File: src/rtl/video_csr_pkg.sv
// Shared definitions for the video core Avalon-MM CSR block: register offsets,
// field bit positions and the CTRL register layout.
package video_csr_pkg;

  localparam int unsigned CSR_CTRL      = 0;
  localparam int unsigned CSR_STATUS    = 1;
  localparam int unsigned CSR_FRAME_CNT = 2;
  localparam int unsigned CSR_ID        = 3;

  localparam int unsigned CTRL_BYPASS_BIT = 0;
  localparam int unsigned CTRL_MODE_LSB   = 4;
  localparam int unsigned CTRL_MODE_MSB   = 7;

  localparam int unsigned STAT_BYPASS_BIT  = 0;
  localparam int unsigned STAT_OVF_BIT     = 1;
  localparam int unsigned STAT_UNF_BIT     = 2;
  localparam int unsigned STAT_PENDING_BIT = 3;

  localparam int unsigned NUM_STICKY = 2;
  localparam int unsigned FCNT_W     = 16;

  typedef struct packed {
    logic [3:0] mode;
    logic       bypass;
  } ctrl_t;

endpackage

File: src/rtl/video_core_avs_csr.sv
// Avalon-MM control/status register file for one video pipeline core: bypass/mode
// control (optionally frame-synchronised), sticky line-buffer errors, frame counter.
module video_core_avs_csr
  import video_csr_pkg::*;
#(
  parameter int unsigned ADDR_W     = 2,
  parameter logic [31:0] CORE_ID    = 32'h0,
  parameter logic        BYPASS_RST = 1'b1,
  parameter int unsigned SYNC_APPLY = 1
) (
  input  logic              sys_clk,
  input  logic              sys_rst,
  input  logic [ADDR_W-1:0] avs_address,
  input  logic              avs_write,
  input  logic [31:0]       avs_writedata,
  input  logic              avs_read,
  output logic [31:0]       avs_readdata,
  output logic              avs_readdatavalid,
  input  logic              frame_start,
  input  logic              lb_overflow,
  input  logic              lb_underflow,
  output logic              core_bypass,
  output logic [3:0]        core_mode
);

  localparam logic [ADDR_W-1:0] A_CTRL   = ADDR_W'(CSR_CTRL);
  localparam logic [ADDR_W-1:0] A_STATUS = ADDR_W'(CSR_STATUS);
  localparam logic [ADDR_W-1:0] A_FCNT   = ADDR_W'(CSR_FRAME_CNT);
  localparam logic [ADDR_W-1:0] A_ID     = ADDR_W'(CSR_ID);

  localparam ctrl_t CTRL_RST = '{mode: 4'h0, bypass: BYPASS_RST};

  ctrl_t                 ctrl_reg;
  ctrl_t                 applied_reg;
  logic                  pending_reg;
  logic [NUM_STICKY-1:0] sticky_reg;
  logic [FCNT_W-1:0]     frame_cnt_reg;
  logic [31:0]           readdata_reg;
  logic                  rdvalid_reg;

  logic                  wr_ctrl;
  logic                  wr_status;
  logic                  wr_fcnt;
  ctrl_t                 ctrl_next;
  logic [NUM_STICKY-1:0] sticky_evt;
  logic [31:0]           rd_mux;
  logic                  unused_wdata;

  assign wr_ctrl   = avs_write && (avs_address == A_CTRL);
  assign wr_status = avs_write && (avs_address == A_STATUS);
  assign wr_fcnt   = avs_write && (avs_address == A_FCNT);

  assign ctrl_next.mode   = avs_writedata[CTRL_MODE_MSB:CTRL_MODE_LSB];
  assign ctrl_next.bypass = avs_writedata[CTRL_BYPASS_BIT];

  assign sticky_evt   = {lb_underflow, lb_overflow};
  assign unused_wdata = ^{avs_writedata[31:8], avs_writedata[3]};

  always_ff @(posedge sys_clk) begin
    if (sys_rst) begin
      ctrl_reg <= CTRL_RST;
    end else if (wr_ctrl) begin
      ctrl_reg <= ctrl_next;
    end
  end

  generate
    if (SYNC_APPLY != 0) begin : g_sync_apply
      // frame_start applies the CTRL value held before this cycle's write;
      // a coincident write keeps pending set for the next frame.
      always_ff @(posedge sys_clk) begin
        if (sys_rst) begin
          applied_reg <= CTRL_RST;
          pending_reg <= 1'b0;
        end else begin
          if (frame_start && pending_reg) begin
            applied_reg <= ctrl_reg;
          end
          if (wr_ctrl) begin
            pending_reg <= 1'b1;
          end else if (frame_start) begin
            pending_reg <= 1'b0;
          end
        end
      end
    end else begin : g_direct_apply
      always_ff @(posedge sys_clk) begin
        if (sys_rst) begin
          applied_reg <= CTRL_RST;
        end else if (wr_ctrl) begin
          applied_reg <= ctrl_next;
        end
      end
      assign pending_reg = 1'b0;
    end
  endgenerate

  // Sticky error flags: the event has priority over a coincident W1C.
  genvar gi;
  generate
    for (gi = 0; gi < NUM_STICKY; gi++) begin : g_sticky
      always_ff @(posedge sys_clk) begin
        if (sys_rst) begin
          sticky_reg[gi] <= 1'b0;
        end else if (sticky_evt[gi]) begin
          sticky_reg[gi] <= 1'b1;
        end else if (wr_status && avs_writedata[STAT_OVF_BIT + gi]) begin
          sticky_reg[gi] <= 1'b0;
        end
      end
    end
  endgenerate

  always_ff @(posedge sys_clk) begin
    if (sys_rst || wr_fcnt) begin
      frame_cnt_reg <= '0;
    end else if (frame_start) begin
      frame_cnt_reg <= frame_cnt_reg + 1'b1;
    end
  end

  always_comb begin
    rd_mux = 32'h0;
    case (avs_address)
      A_CTRL: begin
        rd_mux[CTRL_MODE_MSB:CTRL_MODE_LSB] = ctrl_reg.mode;
        rd_mux[CTRL_BYPASS_BIT]             = ctrl_reg.bypass;
      end
      A_STATUS: begin
        rd_mux[STAT_BYPASS_BIT]  = applied_reg.bypass;
        rd_mux[STAT_OVF_BIT]     = sticky_reg[0];
        rd_mux[STAT_UNF_BIT]     = sticky_reg[1];
        rd_mux[STAT_PENDING_BIT] = pending_reg;
      end
      A_FCNT:  rd_mux[FCNT_W-1:0] = frame_cnt_reg;
      A_ID:    rd_mux = CORE_ID;
      default: rd_mux = 32'h0;
    endcase
  end

  // Read data is sampled from pre-edge state, so a same-cycle write is not visible.
  always_ff @(posedge sys_clk) begin
    if (sys_rst) begin
      readdata_reg <= 32'h0;
      rdvalid_reg  <= 1'b0;
    end else begin
      rdvalid_reg <= avs_read;
      if (avs_read) begin
        readdata_reg <= rd_mux;
      end
    end
  end

  assign avs_readdata      = readdata_reg;
  assign avs_readdatavalid = rdvalid_reg;
  assign core_bypass       = applied_reg.bypass;
  assign core_mode         = applied_reg.mode;

endmodule

File: config.mk
export PLATFORM = sky130hd
export DESIGN_NAME = video_core_avs_csr
export DESIGN_NICKNAME = d
export VERILOG_FILES = /design/src/rtl/video_csr_pkg.sv /design/src/rtl/video_core_avs_csr.sv
export SDC_FILE = /design/constraint.sdc
export NUM_CORES = 1
export LEC_CHECK = 0
export CAP_MARGIN = 20
export CORE_MARGIN = 2
export CORE_UTILIZATION = 39
export DETAILED_ROUTE_END_ITERATION = 8
export PLACE_DENSITY_LB_ADDON = 0.2
export SYNTH_ARGS = -nofsm -noshare
export SYNTH_HDL_FRONTEND = slang
export SYNTH_SLANG_ARGS = --single-unit
File: constraint.sdc
create_clock -name sys_clk -period 1.5 [get_ports sys_clk]
set_input_delay 0.15 -clock sys_clk [delete_from_list [all_inputs] [get_ports sys_clk]]
set_output_delay 0.15 -clock sys_clk [all_outputs]
set_load 0.02 [all_outputs]
* Word-level counts from Yosys, hierarchy flattened
Index checks and enable logic that the tools add are counted.
W data, S select, Z words.
** Storage, ports and cells
- Register bits after elaboration :: 46
- Input bits :: 41
- Logic and storage cells :: 35
** Cells by class
- Add/subtract/negate cells :: 1
- Equality and inequality tests :: 3
- Mux-type cells :: 10
- Reduce and logical (&&, ||, !) cells :: 11
** Operator list (number)
- $add A16 B1 Y16 const B :: 1
- $mux W8 :: 1
- $pmux W4 S2 :: 1
- $logic_and A1 B1 Y1 :: 6
- $mux W1 :: 6
- $pmux W3 S2 :: 1
- $reduce_bool A2 Y1 :: 3
- $eq A2 B2 Y1 const B :: 2
- $pmux W1 S4 :: 1
- $eq A2 B1 Y1 const B :: 1
- $logic_not A2 Y1 :: 1
- $logic_or A1 B1 Y1 :: 1

* Logic depth before layout (Yosys ltp)
Gate-level depths: netlist (run 1).
- Depth after elaboration :: 5
- Mapped depth :: 7
- Depth with buffers taken out :: 6

* Worst setup path before layout (run 1)
OpenSTA, ideal clock, no wires.
- Kind :: register to register
- From :: register frame_cnt_reg[0]
- To :: register frame_cnt_reg[12]
- Setup time :: 116 ps
- Data arrival time :: 1322 ps
- Data required time :: 1384 ps
- Path slack :: 62 ps
- Cell stages (with the launch flop) :: 6
- Path buffers :: 0
- Clock period less this slack :: 1438 ps
- Path through :: dfxtp_1 -> ha_1 -> nand2_1 -> nor4_1 -> a21oi_1 -> a31o_2
** Between the ends
- Longest elaborated chain between the ends :: 1
** RTL lines
- from (decl) :: RTL line video_core_avs_csr.sv:37 : logic [FCNT_W-1:0] frame_cnt_reg;
- from (signal assigned) :: RTL line video_core_avs_csr.sv:118 : frame_cnt_reg <= frame_cnt_reg + 1'b1;
- $add A16 B1 Y16 :: RTL line video_core_avs_csr.sv:118
Every way passes these cells.
A chain may end at the register's enable or synchronous reset.

* Worst setup path after layout (run 1)
- From :: register applied_reg (netlist bit core_bypass)
- To :: output core_bypass
** RTL lines
- from (decl) :: RTL line video_core_avs_csr.sv:34 : ctrl_t applied_reg;
- from (signal assigned) :: RTL line video_core_avs_csr.sv:77 : applied_reg <= ctrl_reg;
- to (decl) :: RTL line video_core_avs_csr.sv:22 : output logic core_bypass,
No word-level cell between the ends.

==> results by group, run 1 <==
Place
  • Post-DP HPWL: 3.46 mm
  • Cells after DPL: 362
  • Gpl congestion: around 0.76
  • Port Buffers: 37

Clock network
  • Root Buffer: clkbuf_8
  • CTS H-Tree Depth: 2
  • Sink Count: 46
  • TritonCTS clock tree: yes
  • CTS Buf Count: 5
  • Later-pin clock latency in the skew report: 300 ps
  • Clock-pin slew on the worst setup and hold paths: 90 ps
  • Clock tree buffer depth: 2

Power and ir drop
  • PD cells: 835 nW/um^2
  • LEAKAGE: 0.00110 uW
  • Maximum ir drop on the vdd rail: 0.000456 V

Cells and area
  • FF+latch area: 923 sq um
  • Cell Count, Final, Fillers Out: roughly 370
  • Multi-input combinational cell area: 1050 sq um
  • Diode count: 0
  • Final core utilization: 54.2%
  • Layout area overhead: 33.6%
  • Commonest non-fill, non-tap cells in the layout: dfxtp_1, clkdlybuf4s50_1, buf_4, a21oi_1
  • Most common cell after layout, fill and taps aside: dfxtp_1
  • Net count, final: 346
  • Fraction of layout cells with a size suffix above 1: 16.3%
  • # fillers: roughly 520

Floorplan
  • Total I/O pin count: 79
  • DIE AREA: between 5000 and 6000 sq um
  • Initial Utilization: 40.6%
  • DIE HEIGHT: between 70 and 80 microns
  • Core Region: between 5000 and 6000 sq um
  • Rows: 26
  • Die W: 77.2 microns

Yosys
  • Mapped cell area: 2090 sq um
  • Seq cells post-synth: 46
  • Seq/Total Area, Yosys: around 44%
  • Synthesized instance count: 240
  • Synth top area share: approximately 44%
  • Warnings, synthesis: 0
  • Main area contributors after synthesis: dfxtp_1, a21oi_1, buf_4
  • Ys flop type: dfxtp_1
  • Syn avg cell area: roughly 8.7 sq um
  • Cell taking the most area after synthesis: dfxtp_1
  • Async S/R FF share, synth: 0%
  • Number of synthesized flops with an enable pin: 0
  • Distinct cells, synth: 34

STA
  • Tmin final: 1450 ps
  • RSZ-0062 raised after global routing: no
  • Fin. Hold Viols: 0
  • Max Slew Vio Count: 0
  • # setup viols final: 0
  • Clk_skew: roughly 11 ps
  • Period utilization: 96.6%
  • Fmax: 690 MHz

Hold path
  • Worst Hold Depth: 3
  • Hold_sp: avs_writedata[6]
  • Worst Hold Path EP: ctrl_reg[3]
  • Worst Hold Class: in -> reg

Drt
  • Metal2 WL: 2.04 mm
  • DRT met1 WL: 2.32 mm
  • Remaining DRCs: 0
  • Via Count: between 1500 and 2000
  • DR vias/cell: ~4.9
  • Pre-antenna DRT Iters: 4
  • Antenna-violating nets left: 0
  • Final WL: 4.62 mm
  • Max Used Layer: met4
  • Routed len/inst: between 10 and 15 microns
  • Met3 WL: 200 microns
  • DRT iter0 DRCs: 124

Run status
  • Status: completed

Critical path
  • Critical path capture point type: output port
  • CP Class: reg -> out
  • Slowest CP cell: clkdlybuf4s50_1
  • Worst setup SP type: flop
  • CP Cell Sequence: clkdlybuf4s50_1
  • CP Data Arrival Time: 1300 ps
  • Max incr delay on CP: ~620 ps
  • Worst-path fanout max: 3
  • R2R setup slack: 70 ps
  • Crit path max-delay family: buffers and inverters
  • Worst reg2reg startpoint: frame_cnt_reg[0]
  • R2R cell count: 6
  • CP required: 1350 ps
  • Capturing point of the worst reg2reg path: frame_cnt_reg[6]
  • Buffers & Inverters on Critical Path: 1

Job
  • Max-cap violation count: 0

Global routing
  • First-pass GRT wire length: between 7 and 8 mm
  • GRT overflow: 0
  • Largest net degree at the start of global routing: 33
  • Initial antenna violation count: 0
  • Vias in the first global route: 1690
  • Aggregate global-route resource usage: 16.6%
==> Yosys cell counts, types with 4 or more instances <==
library cell and count:
a21oi_1 25, ha_1 5, nand2b_1 11, a22oi_1 5
xnor2_1 7, buf_4 16, inv_1 5, a211oi_1 4
dfxtp_1 46, clkbuf_1 9, nand3_1 23, nand2_1 20
nor2_1 22
==> cell families (layout without fill, tap and decap cells) <==
logic type               count (synthesis)  after routing  share of synthesized area, %
XOR/XNOR                                10             10                          4.20
AND/OR/NAND/NOR                         92             92                          23.3
AO/OA/AOI/OAI                           49             49                          14.9
flip-flops                              46             46                          44.1
adder cells (fa/ha/maj)                  5              5                          3.00
buffers and inverters                   35             81                          9.35
multiplexers                             2              2                         0.959
other                                    1             16                         0.180
==> power breakdown <==
group | internal [uW] | switching (uW) | total [uW]
Combinational | 128 | 159 | 287
Clock | 372 | 406 | 778
Sequential | 1250 | 17.1 | 1260
Total | 1750 | 582 | 2330
==> what timing repair did <==
item,CTS,global route
resized for setup,1,6
hold buffers,0,0
pin swaps,0,2
setup endpoints to repair,1,5
gates cloned,0,0
buffers inserted,0,1
==> final cells by class <==
cell class              instances  share of cell area, %
clock inverters                 1                  0.180
multi-input cells             174                   37.7
inverters                       5                  0.673
clock buffers                   7                   3.10
flip-flops and latches         46                   33.1
well taps                      70                   3.14
repair buffers                 68                   22.1
==> how the worst max path moves through the flow <==
| stage | from | end | slack, ps | cells past startpoint |
|---|---|---|---|---|
| CTS | frame_cnt_reg[0] | frame_cnt_reg[6] | 0.5 | 6 |
| global route | frame_cnt_reg[1] | frame_cnt_reg[15] | 7 | 5 |
| detailed placement | frame_start | frame_cnt_reg[15] | -160 | 5 |
| global placement | frame_start | frame_cnt_reg[12] | -150 | 5 |
| finish | core_bypass | core_bypass | 50 | 1 |
| floorplan | frame_cnt_reg[0] | frame_cnt_reg[12] | 60 | 5 |
==> per-stage QoR <==
stage | setup TNS, ps | hold slack [ps] | area, sq um | power (uW) | setup WS, ps
after floorplan | 0 | 267 | 2140 | 1470 | 62.0
after global placement | -2650 | 446 | 2660 | 1570 | -150
after detailed placement | -3060 | 450 | 2660 | 1580 | -159
after CTS | 0 | 422 | 2760 | 2350 | 0.478
after global routing | 0 | 437 | 2790 | 2440 | 6.69
final | 0 | 416 | 2790 | 2330 | 51.3
==> routing by layer <==
| layer | track usage (%) | vias up |
|---|---|---|
| li1 | - | 914 |
| met1 | 23.1 | 859 |
| met2 | 25.4 | 34 |
| met3 | 4.24 | 7 |
| met4 | 4.82 | 0 |
| met5 | 0 | - |
No activity file was read; power rests on OpenSTA's default activity.
==> inputs of run 2 (changes only) <==
--- a/config.mk
+++ b/config.mk
@@ -8,6 +8,7 @@
 export CAP_MARGIN = 20
 export CORE_MARGIN = 2
 export CORE_UTILIZATION = 39
+export CTS_CLUSTER_DIAMETER = 50
 export DETAILED_ROUTE_END_ITERATION = 8
 export PLACE_DENSITY_LB_ADDON = 0.2
 export SYNTH_ARGS = -nofsm -noshare
==> results of run 2 <==
No change in the layout: final DEF, timing and power equal those of run 1.
==> inputs of run 3 (changes only) <==
--- a/config.mk
+++ b/config.mk
@@ -6,11 +6,13 @@
 export NUM_CORES = 1
 export LEC_CHECK = 0
 export CAP_MARGIN = 20
+export CORE_ASPECT_RATIO = 1.4
 export CORE_MARGIN = 2
 export CORE_UTILIZATION = 39
 export CTS_CLUSTER_DIAMETER = 50
 export DETAILED_ROUTE_END_ITERATION = 8
 export PLACE_DENSITY_LB_ADDON = 0.2
+export SLEW_MARGIN = 5
 export SYNTH_ARGS = -nofsm -noshare
 export SYNTH_HDL_FRONTEND = slang
 export SYNTH_SLANG_ARGS = --single-unit
==> run 3 against run 2 <==
Effect of this change:
- register-to-register slack got worse by 50 ps
- global-route usage increased by 0.23 points
- critical path depth increased by 5
- final area increased by 0.67%
- die area increased by 0.15%
- critical path type is now reg -> reg
- clock power about the same
- final cell count decreased by 0.81%
- combinational power decreased by 2%
- via count unchanged
==> results by group, run 3 (synthesis gave the netlist of run 1 again) <==
Run status
  • Status: completed

Critical path
  • CP Cell Sequence: ha_2 -> nand2_4 -> buf_4 -> or3_1 -> xnor2_1 -> nor2_1
  • CP required: 1690 ps (+340 ps)
  • Critical path capture point type: flop
  • CP Data Arrival Time: 1670 ps (+370 ps)
  • Worst-path fanout max: 3 (unchanged)
  • Slowest CP cell: dfxtp_1
  • Max incr delay on CP: 350 ps (-270 ps)
  • Worst setup SP type: flop
  • CP Class: reg -> reg

STA
  • RSZ-0062 raised after global routing: no
  • Period utilization: 98.6% (+2.0 points)
  • Clk_skew: 8.82 ps (-2.20 ps)
  • Final hold slack: 421 ps (+5.90 ps)
  • Final worst setup slack: 21.3 ps (-30.0 ps)
  • Fmax: 676 MHz (-2.0%)
  • Tmin final: 1480 ps (+30.0 ps)
  • Fin. Hold Viols: 0 (unchanged)
  • # setup viols final: 0 (unchanged)
  • Max Slew Vio Count: 0 (unchanged)

Drt
  • DRT iter0 DRCs: 77 (-38%)
  • Routed len/inst: 12.9 microns (+3.4%)
  • DR vias/cell: 4.93 (+0.82%)
  • Remaining DRCs: 0 (unchanged)
  • Final WL: 4.74 mm (+2.6%)
  • Pre-antenna DRT Iters: 4 (unchanged)
  • Antenna-violating nets left: 0 (unchanged)
  • Via Count: 1814 (unchanged)

Power and ir drop
  • Maximum ir drop on the vdd rail: 0.000614 V (+35%)
  • PD cells: 827 nW/um^2 (-0.99%)
  • Comb pwr share: 12.1% (-0.2 points)
  • Register share of total power: 54.4% (about the same)
  • Pint: 1740 uW (-0.22%)
  • Pwr Total: 2320 uW (-0.32%)
  • Net Sw Frac: 24.9% (-0.075 points)
  • LEAKAGE: 0.00113 uW (+2.8%)
  • Clk pwr share: 33.4% (about the same)
  • Switching pwr: 579 uW (-0.62%)

Place
  • Cells after DPL: 360 (-0.55%)
  • Post-DP HPWL: 3.55 mm (+2.6%)
  • Port Buffers: 37 (unchanged)
  • Setup WS pre-CTS: -192 ps (-33.4 ps)
  • Gpl congestion: 0.771 (+1.5%)

Floorplan
  • DIE AREA: 5960 sq um (+0.15%)
  • Total I/O pin count: 79 (unchanged)
  • Initial Utilization: 40.5% (-0.15 points)
  • Core Region: 5160 sq um (+0.37%)
  • Rows: 31 (+19%)
  • Die W: 65.8 microns (-15%)
  • DIE HEIGHT: 90.6 microns (+17%)

Global routing
  • Vias in the first global route: 1622 (-4.0%)
  • GRT overflow: 0 (unchanged)
  • Aggregate global-route resource usage: 16.8% (+0.23 points)
  • Largest net degree at the start of global routing: 33 (unchanged)
  • First-pass GRT wire length: 7.76 mm (-2.3%)
  • Initial antenna violation count: 0 (unchanged)

Cells and area
  • Diode count: 0 (unchanged)
  • Fraction of layout cells with a size suffix above 1: 16.9% (+0.61 points)
  • Layout area overhead: 34.5%
  • Net count, final: 347 (+0.29%)
  • Commonest non-fill, non-tap cells in the layout: dfxtp_1, clkdlybuf4s50_1, buf_4, a21oi_1
  • Most common cell after layout, fill and taps aside: dfxtp_1
  • # fillers: 509 (-2.9%)
  • Cell Count, Final, Fillers Out: 368 (-0.81%)

Clock network
  • Later-pin clock latency in the skew report: 300 ps (about the same)
  • Clock-pin slew on the worst setup and hold paths: 90 ps (about the same)
  • TritonCTS clock tree: yes
  • Hold-fix buffers at CTS: 0 (unchanged)
  • Root Buffer: clkbuf_8
  • Sink Count: 46 (unchanged)
  • Clock tree buffer depth: 2 (unchanged)
  • CTS Buf Count: 5 (unchanged)
  • CTS H-Tree Depth: 2 (unchanged)

Hold path
  • Worst Hold Class: in -> reg

Job
  • Max-cap violation count: 0 (unchanged)
[run 3: cell type report]
type / instances / area [sq um] / area share [%]
clock buffer: 7 / 86.3 / 3.08
clock inverter: 1 / 5.00 / 0.178
inverter: 5 / 18.8 / 0.669
multi-input combinational: 174 / 1070 / 38.0
sequential: 46 / 925 / 32.9
tap: 66 / 82.6 / 2.94
timing repair buffer: 69 / 623 / 22.2
[run 3: power groups by stage]
stage / Combinational [uW] / Sequential (uW) / Clock (uW)
6_report: 282 / 1260 / 776
5_1_grt: 307 / 1270 / 859
2_1_floorplan: 172 / 1300 / 0
3_5_place_dp: 280 / 1290 / 0
4_1_cts: 281 / 1260 / 808
3_3_place_gp: 278 / 1290 / 0
[run 3: per-stage QoR]
step | TNS (ps) | util [%] | instance area, sq um
floorplan | 0 | - | 2140
global placement | -2750 | 51.8 | 2670
detailed placement | -3240 | 51.8 | 2670
CTS | 0 | 53.7 | 2770
global route | 0 | 54.4 | 2810
finish | 0 | 54.4 | 2810
[run 3: critical path: cells and delay by family, from the launching register on]
kind / cells / cell delay, ps
simple gates: 3 / 450
buf+inv: 1 / 150
flops: 1 / 350
xor+xnor: 1 / 210
fa+ha+maj: 1 / 210
[run 3: path summary, 6_finish.rpt]
| kind | startpoint | endpoint | slack (ps) | depth (start not counted) |
|---|---|---|---|---|
| max | frame_cnt_reg[0] | frame_cnt_reg[6] | 20 | 6 |
| min | avs_writedata[6] | ctrl_reg[3] | 420 | 3 |
| max reg2reg | frame_cnt_reg[0] | frame_cnt_reg[6] | 20 | 6 |
| min reg2reg | core_mode[1] | core_mode[1] | 450 | 2 |
[run 3: layer usage]
layer	routed length (microns)	part of all wire [%]	up-vias	global-route usage, %
met5	0	0	-	0
met4	127	2.7	0	7.81
met3	167	3.5	12	2.62
met2	2310	49	52	26.2
met1	2140	45	829	22.5
li1	-	-	921	-
[run 3: timing repair]
item | 4_1_cts | 5_1_grt
pin swaps | 0 | 3
resized for setup | 1 | 9
buffers inserted | 0 | 0
hold endpoints to repair | 0 | 0
endpoints found under the setup margin | 1 | 2
